<file path="config.mk">
export PLATFORM = sky130hd
export DESIGN_NAME = gpu_column_writer
export DESIGN_NICKNAME = d
export VERILOG_FILES = /design/src/rtl/gpu_mem_pkg.sv /design/src/rtl/gpu_poll_timer.sv /design/src/rtl/gpu_column_writer.sv
export SDC_FILE = /design/constraint.sdc
export NUM_CORES = 1
export LEC_CHECK = 0
export CAP_MARGIN = 15
export CORE_ASPECT_RATIO = 1.4
export CORE_MARGIN = 2
export CORE_UTILIZATION = 25
export DETAILED_ROUTE_END_ITERATION = 16
export PLACE_DENSITY = 0.49
export SYNTH_ARGS = -nofsm -noshare
export SYNTH_HDL_FRONTEND = slang
export SYNTH_SLANG_ARGS = --single-unit
</file>
<file path="constraint.sdc">
create_clock -name clk -period 2.4 [get_ports clk]
set_clock_uncertainty 0.2 [all_clocks]
set_input_delay 0.72 -clock clk [delete_from_list [all_inputs] [get_ports clk]]
set_output_delay 0.72 -clock clk [all_outputs]
set_load 0.02 [all_outputs]
</file>
<file path="src/rtl/gpu_mem_pkg.sv">
// Shared memory map and protocol constants for the GPU column-buffer path.
// The display controller imports the same addresses and flag bit positions.
package gpu_mem_pkg;

  // Double-buffered distance/texture regions plus the handshake flag word.
  localparam logic [15:0] GPU_DIST0_BASE = 16'd63488;
  localparam logic [15:0] GPU_DIST1_BASE = 16'd64512;
  localparam logic [15:0] GPU_TEX0_BASE  = 16'd64000;
  localparam logic [15:0] GPU_TEX1_BASE  = 16'd64832;
  localparam logic [15:0] GPU_FLAG_ADDR  = 16'd65535;

  // Flag word: bit0 set by the display once a frame is consumed,
  // bit1 names the buffer currently on screen.
  localparam int FLAG_CONSUMED = 0;
  localparam int FLAG_BUFSEL   = 1;

  typedef enum logic [2:0] {
    ST_IDLE,
    ST_POLL,
    ST_POLL_CAP,
    ST_BACKOFF,
    ST_ACCEPT,
    ST_WR_DIST,
    ST_WR_TEX,
    ST_PUBLISH
  } cw_state_e;

  // 16-bit wrap-around address of a column slot; idx arrives zero-extended.
  function automatic logic [15:0] buf_addr(input logic [15:0] base, input logic [15:0] idx);
    return base + idx;
  endfunction

endpackage

</file>
<file path="src/rtl/gpu_poll_timer.sv">
// Back-off down-counter between flag polls. Loaded with INTERVAL, counts to
// zero and sits there; expired is high while the count is zero. A BACKOFF
// stay therefore spans INTERVAL+1 cycles, so a stale-flag poll repeats every
// INTERVAL+3 cycles (POLL + POLL_CAP + BACKOFF).
module gpu_poll_timer #(
  parameter int INTERVAL = 64
) (
  input  logic clk,
  input  logic clr,
  input  logic load,
  output logic expired
);

  localparam int CW = $clog2(INTERVAL + 1);

  logic [CW-1:0] count;

  // Load on request, otherwise decrement until zero.
  always_ff @(posedge clk) begin
    if (clr)
      count <= '0;
    else if (load)
      count <= CW'(INTERVAL);
    else if (count != '0)
      count <= count - 1'b1;
  end

  assign expired = (count == '0);

endmodule

</file>
<file path="src/rtl/gpu_column_writer.sv">
// Producer side of the column-buffer protocol: waits for the display to mark
// the last frame consumed, streams COLUMNS (distance, texture) pairs into the
// back buffer, then publishes it by rewriting the flag word.
// All memory-port outputs are registered and only change on a granted
// operation or a state entry, so they hold steady while the port is denied.
module gpu_column_writer
  import gpu_mem_pkg::*;
#(
  parameter int          COLUMNS       = 320,
  parameter logic [15:0] DIST0_BASE    = GPU_DIST0_BASE,
  parameter logic [15:0] DIST1_BASE    = GPU_DIST1_BASE,
  parameter logic [15:0] TEX0_BASE     = GPU_TEX0_BASE,
  parameter logic [15:0] TEX1_BASE     = GPU_TEX1_BASE,
  parameter logic [15:0] FLAG_ADDR     = GPU_FLAG_ADDR,
  parameter int          POLL_INTERVAL = 64
) (
  input  logic        clk,
  input  logic        clr,
  input  logic        col_valid,
  output logic        col_ready,
  input  logic [15:0] col_distance,
  input  logic [15:0] col_texture,
  output logic        mem_req,
  input  logic        mem_grant,
  output logic [15:0] address,
  output logic        write_enable,
  output logic [15:0] write_data,
  input  logic [15:0] read_data,
  output logic        busy,
  output logic        frame_done
);

  // A single-column frame still needs a 1-bit index register.
  localparam int               IDX_W    = (COLUMNS > 1) ? $clog2(COLUMNS) : 1;
  localparam logic [IDX_W-1:0] LAST_IDX = IDX_W'(COLUMNS - 1);

  cw_state_e        state, state_d;
  logic [IDX_W-1:0] index, index_d;
  logic             back_buf, back_buf_d;
  logic [15:0]      flags_q, flags_d;
  logic [15:0]      tex_q, tex_d;

  logic             col_ready_d, mem_req_d, write_enable_d, frame_done_d;
  logic [15:0]      address_d, write_data_d;

  logic             granted;
  logic             timer_load, timer_expired;
  logic [15:0]      idx_ext;
  logic [15:0]      dist_addr, tex_addr;

  gpu_poll_timer #(.INTERVAL(POLL_INTERVAL)) u_poll_timer (
    .clk     (clk),
    .clr     (clr),
    .load    (timer_load),
    .expired (timer_expired)
  );

  assign granted   = mem_req && mem_grant;
  assign idx_ext   = 16'(index);
  assign dist_addr = buf_addr(back_buf ? DIST1_BASE : DIST0_BASE, idx_ext);
  assign tex_addr  = buf_addr(back_buf ? TEX1_BASE  : TEX0_BASE,  idx_ext);
  assign busy      = (state != ST_IDLE);

  // Next state plus next values of the registered port outputs.
  always_comb begin
    state_d        = state;
    index_d        = index;
    back_buf_d     = back_buf;
    flags_d        = flags_q;
    tex_d          = tex_q;
    col_ready_d    = 1'b0;
    mem_req_d      = mem_req;
    write_enable_d = write_enable;
    address_d      = address;
    write_data_d   = write_data;
    frame_done_d   = 1'b0;
    timer_load     = 1'b0;

    case (state)
      ST_IDLE: begin
        state_d        = ST_POLL;
        mem_req_d      = 1'b1;
        write_enable_d = 1'b0;
        address_d      = FLAG_ADDR;
      end

      ST_POLL: begin
        if (granted) begin
          state_d   = ST_POLL_CAP;
          mem_req_d = 1'b0;
        end
      end

      // read_data carries the flag word the cycle after the granted read.
      ST_POLL_CAP: begin
        flags_d = read_data;
        if (read_data[FLAG_CONSUMED]) begin
          back_buf_d  = ~read_data[FLAG_BUFSEL];
          index_d     = '0;
          state_d     = ST_ACCEPT;
          col_ready_d = 1'b1;
        end else begin
          state_d    = ST_BACKOFF;
          timer_load = 1'b1;
        end
      end

      ST_BACKOFF: begin
        if (timer_expired) begin
          state_d        = ST_POLL;
          mem_req_d      = 1'b1;
          write_enable_d = 1'b0;
          address_d      = FLAG_ADDR;
        end
      end

      // The distance goes straight into write_data; only texture needs a hold.
      ST_ACCEPT: begin
        col_ready_d = 1'b1;
        if (col_valid) begin
          col_ready_d    = 1'b0;
          tex_d          = col_texture;
          state_d        = ST_WR_DIST;
          mem_req_d      = 1'b1;
          write_enable_d = 1'b1;
          address_d      = dist_addr;
          write_data_d   = col_distance;
        end
      end

      ST_WR_DIST: begin
        if (granted) begin
          state_d      = ST_WR_TEX;
          address_d    = tex_addr;
          write_data_d = tex_q;
        end
      end

      ST_WR_TEX: begin
        if (granted) begin
          if (index == LAST_IDX) begin
            state_d      = ST_PUBLISH;
            address_d    = FLAG_ADDR;
            write_data_d = {flags_q[15:2], back_buf, 1'b0};
          end else begin
            index_d        = index + 1'b1;
            state_d        = ST_ACCEPT;
            col_ready_d    = 1'b1;
            mem_req_d      = 1'b0;
            write_enable_d = 1'b0;
          end
        end
      end

      ST_PUBLISH: begin
        if (granted) begin
          state_d        = ST_IDLE;
          mem_req_d      = 1'b0;
          write_enable_d = 1'b0;
          frame_done_d   = 1'b1;
        end
      end

      default: begin
        state_d        = ST_IDLE;
        mem_req_d      = 1'b0;
        write_enable_d = 1'b0;
      end
    endcase
  end

  // State, datapath and port registers; clr abandons any partial frame.
  always_ff @(posedge clk) begin
    if (clr) begin
      state        <= ST_IDLE;
      index        <= '0;
      back_buf     <= 1'b0;
      flags_q      <= '0;
      tex_q        <= '0;
      col_ready    <= 1'b0;
      mem_req      <= 1'b0;
      write_enable <= 1'b0;
      address      <= '0;
      write_data   <= '0;
      frame_done   <= 1'b0;
    end else begin
      state        <= state_d;
      index        <= index_d;
      back_buf     <= back_buf_d;
      flags_q      <= flags_d;
      tex_q        <= tex_d;
      col_ready    <= col_ready_d;
      mem_req      <= mem_req_d;
      write_enable <= write_enable_d;
      address      <= address_d;
      write_data   <= write_data_d;
      frame_done   <= frame_done_d;
    end
  end

endmodule
</file>
==> results.txt <==
Pwr Total = 5.83 mW
WHS Path Cells = 2
row cnt = 53
largest net degree at the start of global routing = 29
vias = 3,536
critical setup path kind = flop to primary output
most frequent cells in the layout = 86 x clkdlybuf4s50_1, 83 x dfxtp_1, 71 x nand2_1, 57 x nor2_1, 42 x a21oi_1
Leak = 1.97 nW
CTS tree = yes
share of cells above drive strength 1 = 13.6%
Num CTS Buffers = 9
critical-path cell list = clkdlybuf4s50_1
DR WL met3 = 578 microns
max-slew violation count = 0
Arr. time, crit path = 1.38 ns
minimum clock period = 2.30 ns
GP Congestion = 0.828
Clock power frac = 24.3%
#FFs+latches synth = 83
Combinational Power Share = 44.4%
final net count = 600
Clock Tree Buf Depth = 2
Area Overhead vs Synth = 38.4%
WL final = 11,300 microns
CP Capture Type = primary output
sequential cell area = 1660 sq um
Worst Path Required = 1.48 ns
multi-input logic area = 2010 sq um
Hold Vio Cnt, Final = 0
Post-Synthesis Cells = 456
Crit Reg-Reg Endpoint = mem_req$_SDFFE_PP0P_
cell at the slowest stage of the critical path = clkdlybuf4s50_1
hpwl dp = 8470 microns
CP max FO = 4
WHS Endpoint = tex_q[10]$_SDFFE_PP0P_
Top Metal Used = met4
FF-to-FF Start = u_poll_timer.count[0]$_SDFFE_PP0P_
post-layout util = 35.6%
Worst Hold Class = flop to flop
H-tree levels = 3
post_cts resized = 1
filler instances = 1,616
Vias/cell = 4.77
CP bufs+invs = 1
Max Cap Viol = 0
Internal Pwr Total = 3.69 mW
switching share of total power = 36.8%
setup violators final = 0
drt wl/cell = 15.2 microns
crit-path leading delay family = buffers and inverters
status = completed
Hold Startpoint = tex_q[10]$_SDFFE_PP0P_
Clk Latency, worst-skew pair = 0.34 ns
DRC violations left = 0
syn_nets = 511
Core Box Area = 15,100 sq um
Netlist cell types = 54
period utilization = 95.8%
Main synth FF type = dfxtp_1
clk slew on worst S/H paths = 0.06 ns
Synth Warn # = 0
input/output buffers = 88
asr flop ratio synth = 0%
number of global-route vias before repair = 3,599
Clock Tree Root = clkbuf_16
Tightest Pin Transition = 0.621 ns
sequential cell area fraction in the yosys report = 42.7%
Starting Density = 25.7%
area of the mapped netlist = 3890 sq um
commonest non-fill, non-tap cell in the layout = clkdlybuf4s50_1
DIE WIDTH = 109 microns
die area = 16,600 sq um
Die Ht = 152 microns
Routed Antenna Nets = 0
Post-CTS Setup Repair Bufs = 0
wl on met1 = 4820 microns
number of synthesized flops with an enable pin = 0
cts hold-fix bufs = 0
Tot GR Track Use = 14.3%
Worst setup SP type = flop
reg2reg path depth = 7
max_slew headroom = 58.6%
Flop pwr share = 31.3%
number of diodes = 0
max frequency = 435 MHz
I/O pin count = 89
initial antenna violation count = 0
pwr dens = 1080 nW/um^2
maximum VDD drop = 361 uV
first-pass GRT wire length = 18,300 microns
CTS Sinks = 83
P_sw = 2.15 mW
Worst R2R Setup Slack = 0.13 ns
Avg Inst Size Synth = 8.53 sq um
crit-path max cell delay = 0.63 ns
routed wl met2 = 5520 microns
RSZ-0062 raised after global routing = no
router iterations before antenna repair = 4
1st-iter DRT viols = 97
global route overflow = 0
## cell type report
class	count	area share [%]
Inverter	6	0.418
Multi-Input combinational cell	327	37.3
Clock buffer	11	4.51
Tap cell	192	4.46
Sequential cell	83	30.9
Timing Repair Buffer	118	21.4
Clock inverter	5	1.14
## flip-flops by register name, indices dropped and copies added, names as in the netlist
signal	count
address	13
back_buf	1
col_ready	1
flags_q	14
frame_done	1
index	9
mem_req	1
state	3
tex_q	16
u_poll_timer.count	7
write_data	16
write_enable	1
## synth_stat cells (5+ instances only)
| master | n | area share, % |
|---|---|---|
| a211oi_2 | 8 | 2.6 |
| a2bb2oi_1 | 15 | 3.4 |
| o21ai_0 | 9 | 1.2 |
| or3_1 | 5 | 0.80 |
| nand2_1 | 71 | 6.9 |
| o22ai_1 | 16 | 2.6 |
| nand2b_1 | 7 | 1.1 |
| mux2i_1 | 17 | 4.4 |
| nor2_1 | 57 | 5.5 |
| buf_2 | 9 | 1.2 |
| xor2_1 | 7 | 1.6 |
| nor2_2 | 8 | 1.3 |
| a211oi_1 | 6 | 1.2 |
| dfxtp_1 | 83 | 43 |
| a21oi_1 | 42 | 5.4 |
| buf_4 | 6 | 1.2 |
| clkbuf_1 | 21 | 2.0 |
| inv_1 | 6 | 0.58 |
## through the flow
step | std cells | area [sq um] | hold slack [ns] | setup slack (ns) | TNS, ns
6_report | 742 | 5380 | 0.256 | 0.102 | 0
5_1_grt | 742 | 5380 | 0.271 | 0.00286 | 0
4_1_cts | 742 | 5380 | 0.256 | 0.0623 | 0
3_5_place_dp | 726 | 5080 | 0.247 | -0.198 | -5.08
3_3_place_gp | 726 | 5080 | 0.242 | -0.187 | -5.25
2_1_floorplan | 456 | 3890 | 0.236 | 0.181 | 0
## power by group through the flow
| stage | combinational [mW] | sequential [mW] | clock (mW) |
|---|---|---|---|
| 6_report | 2.59 | 1.83 | 1.42 |
| 5_1_grt | 2.82 | 1.87 | 1.52 |
| 4_1_cts | 2.63 | 1.83 | 1.45 |
| 3_5_place_dp | 2.63 | 1.86 | 0 |
| 3_3_place_gp | 2.62 | 1.85 | 0 |
| 2_1_floorplan | 1.53 | 2.00 | 0 |
## worst max-delay path by stage
| stage | start | to | slack (ns) | cells after the start |
|---|---|---|---|---|
| after floorplan | state[2]$_SDFFE_PP0P_ | busy | 0.18 | 5 |
| after global placement | col_valid | write_data[13]$_SDFFE_PP0P_ | -0.19 | 7 |
| after detailed placement | col_valid | write_data[8]$_SDFFE_PP0P_ | -0.20 | 7 |
| after CTS | mem_req$_SDFFE_PP0P_ | mem_req | 0.06 | 1 |
| after global routing | index[0]$_SDFFE_PP0P_ | address[10]$_SDFFE_PP0P_ | 0.003 | 7 |
| final | mem_req$_SDFFE_PP0P_ | mem_req | 0.10 | 1 |
## routing by layer
metal / vias to the layer above / global-route usage (%)
met3: 22 / 3.21
met5: - / 0
met4: 0 / 7.22
met2: 97 / 24.0
li1: 1761 / -
met1: 1656 / 17.0
## kinds of logic after synthesis
| family | synth area share, % |
|---|---|
| simple gates | 22.1 |
| buf+inv | 5.69 |
| flops | 42.7 |
| fa+ha+maj | 0.965 |
| xor+xnor | 2.48 |
| compound gates | 21.6 |
| mux | 4.38 |
No activity file was read; power rests on OpenSTA's default activity.
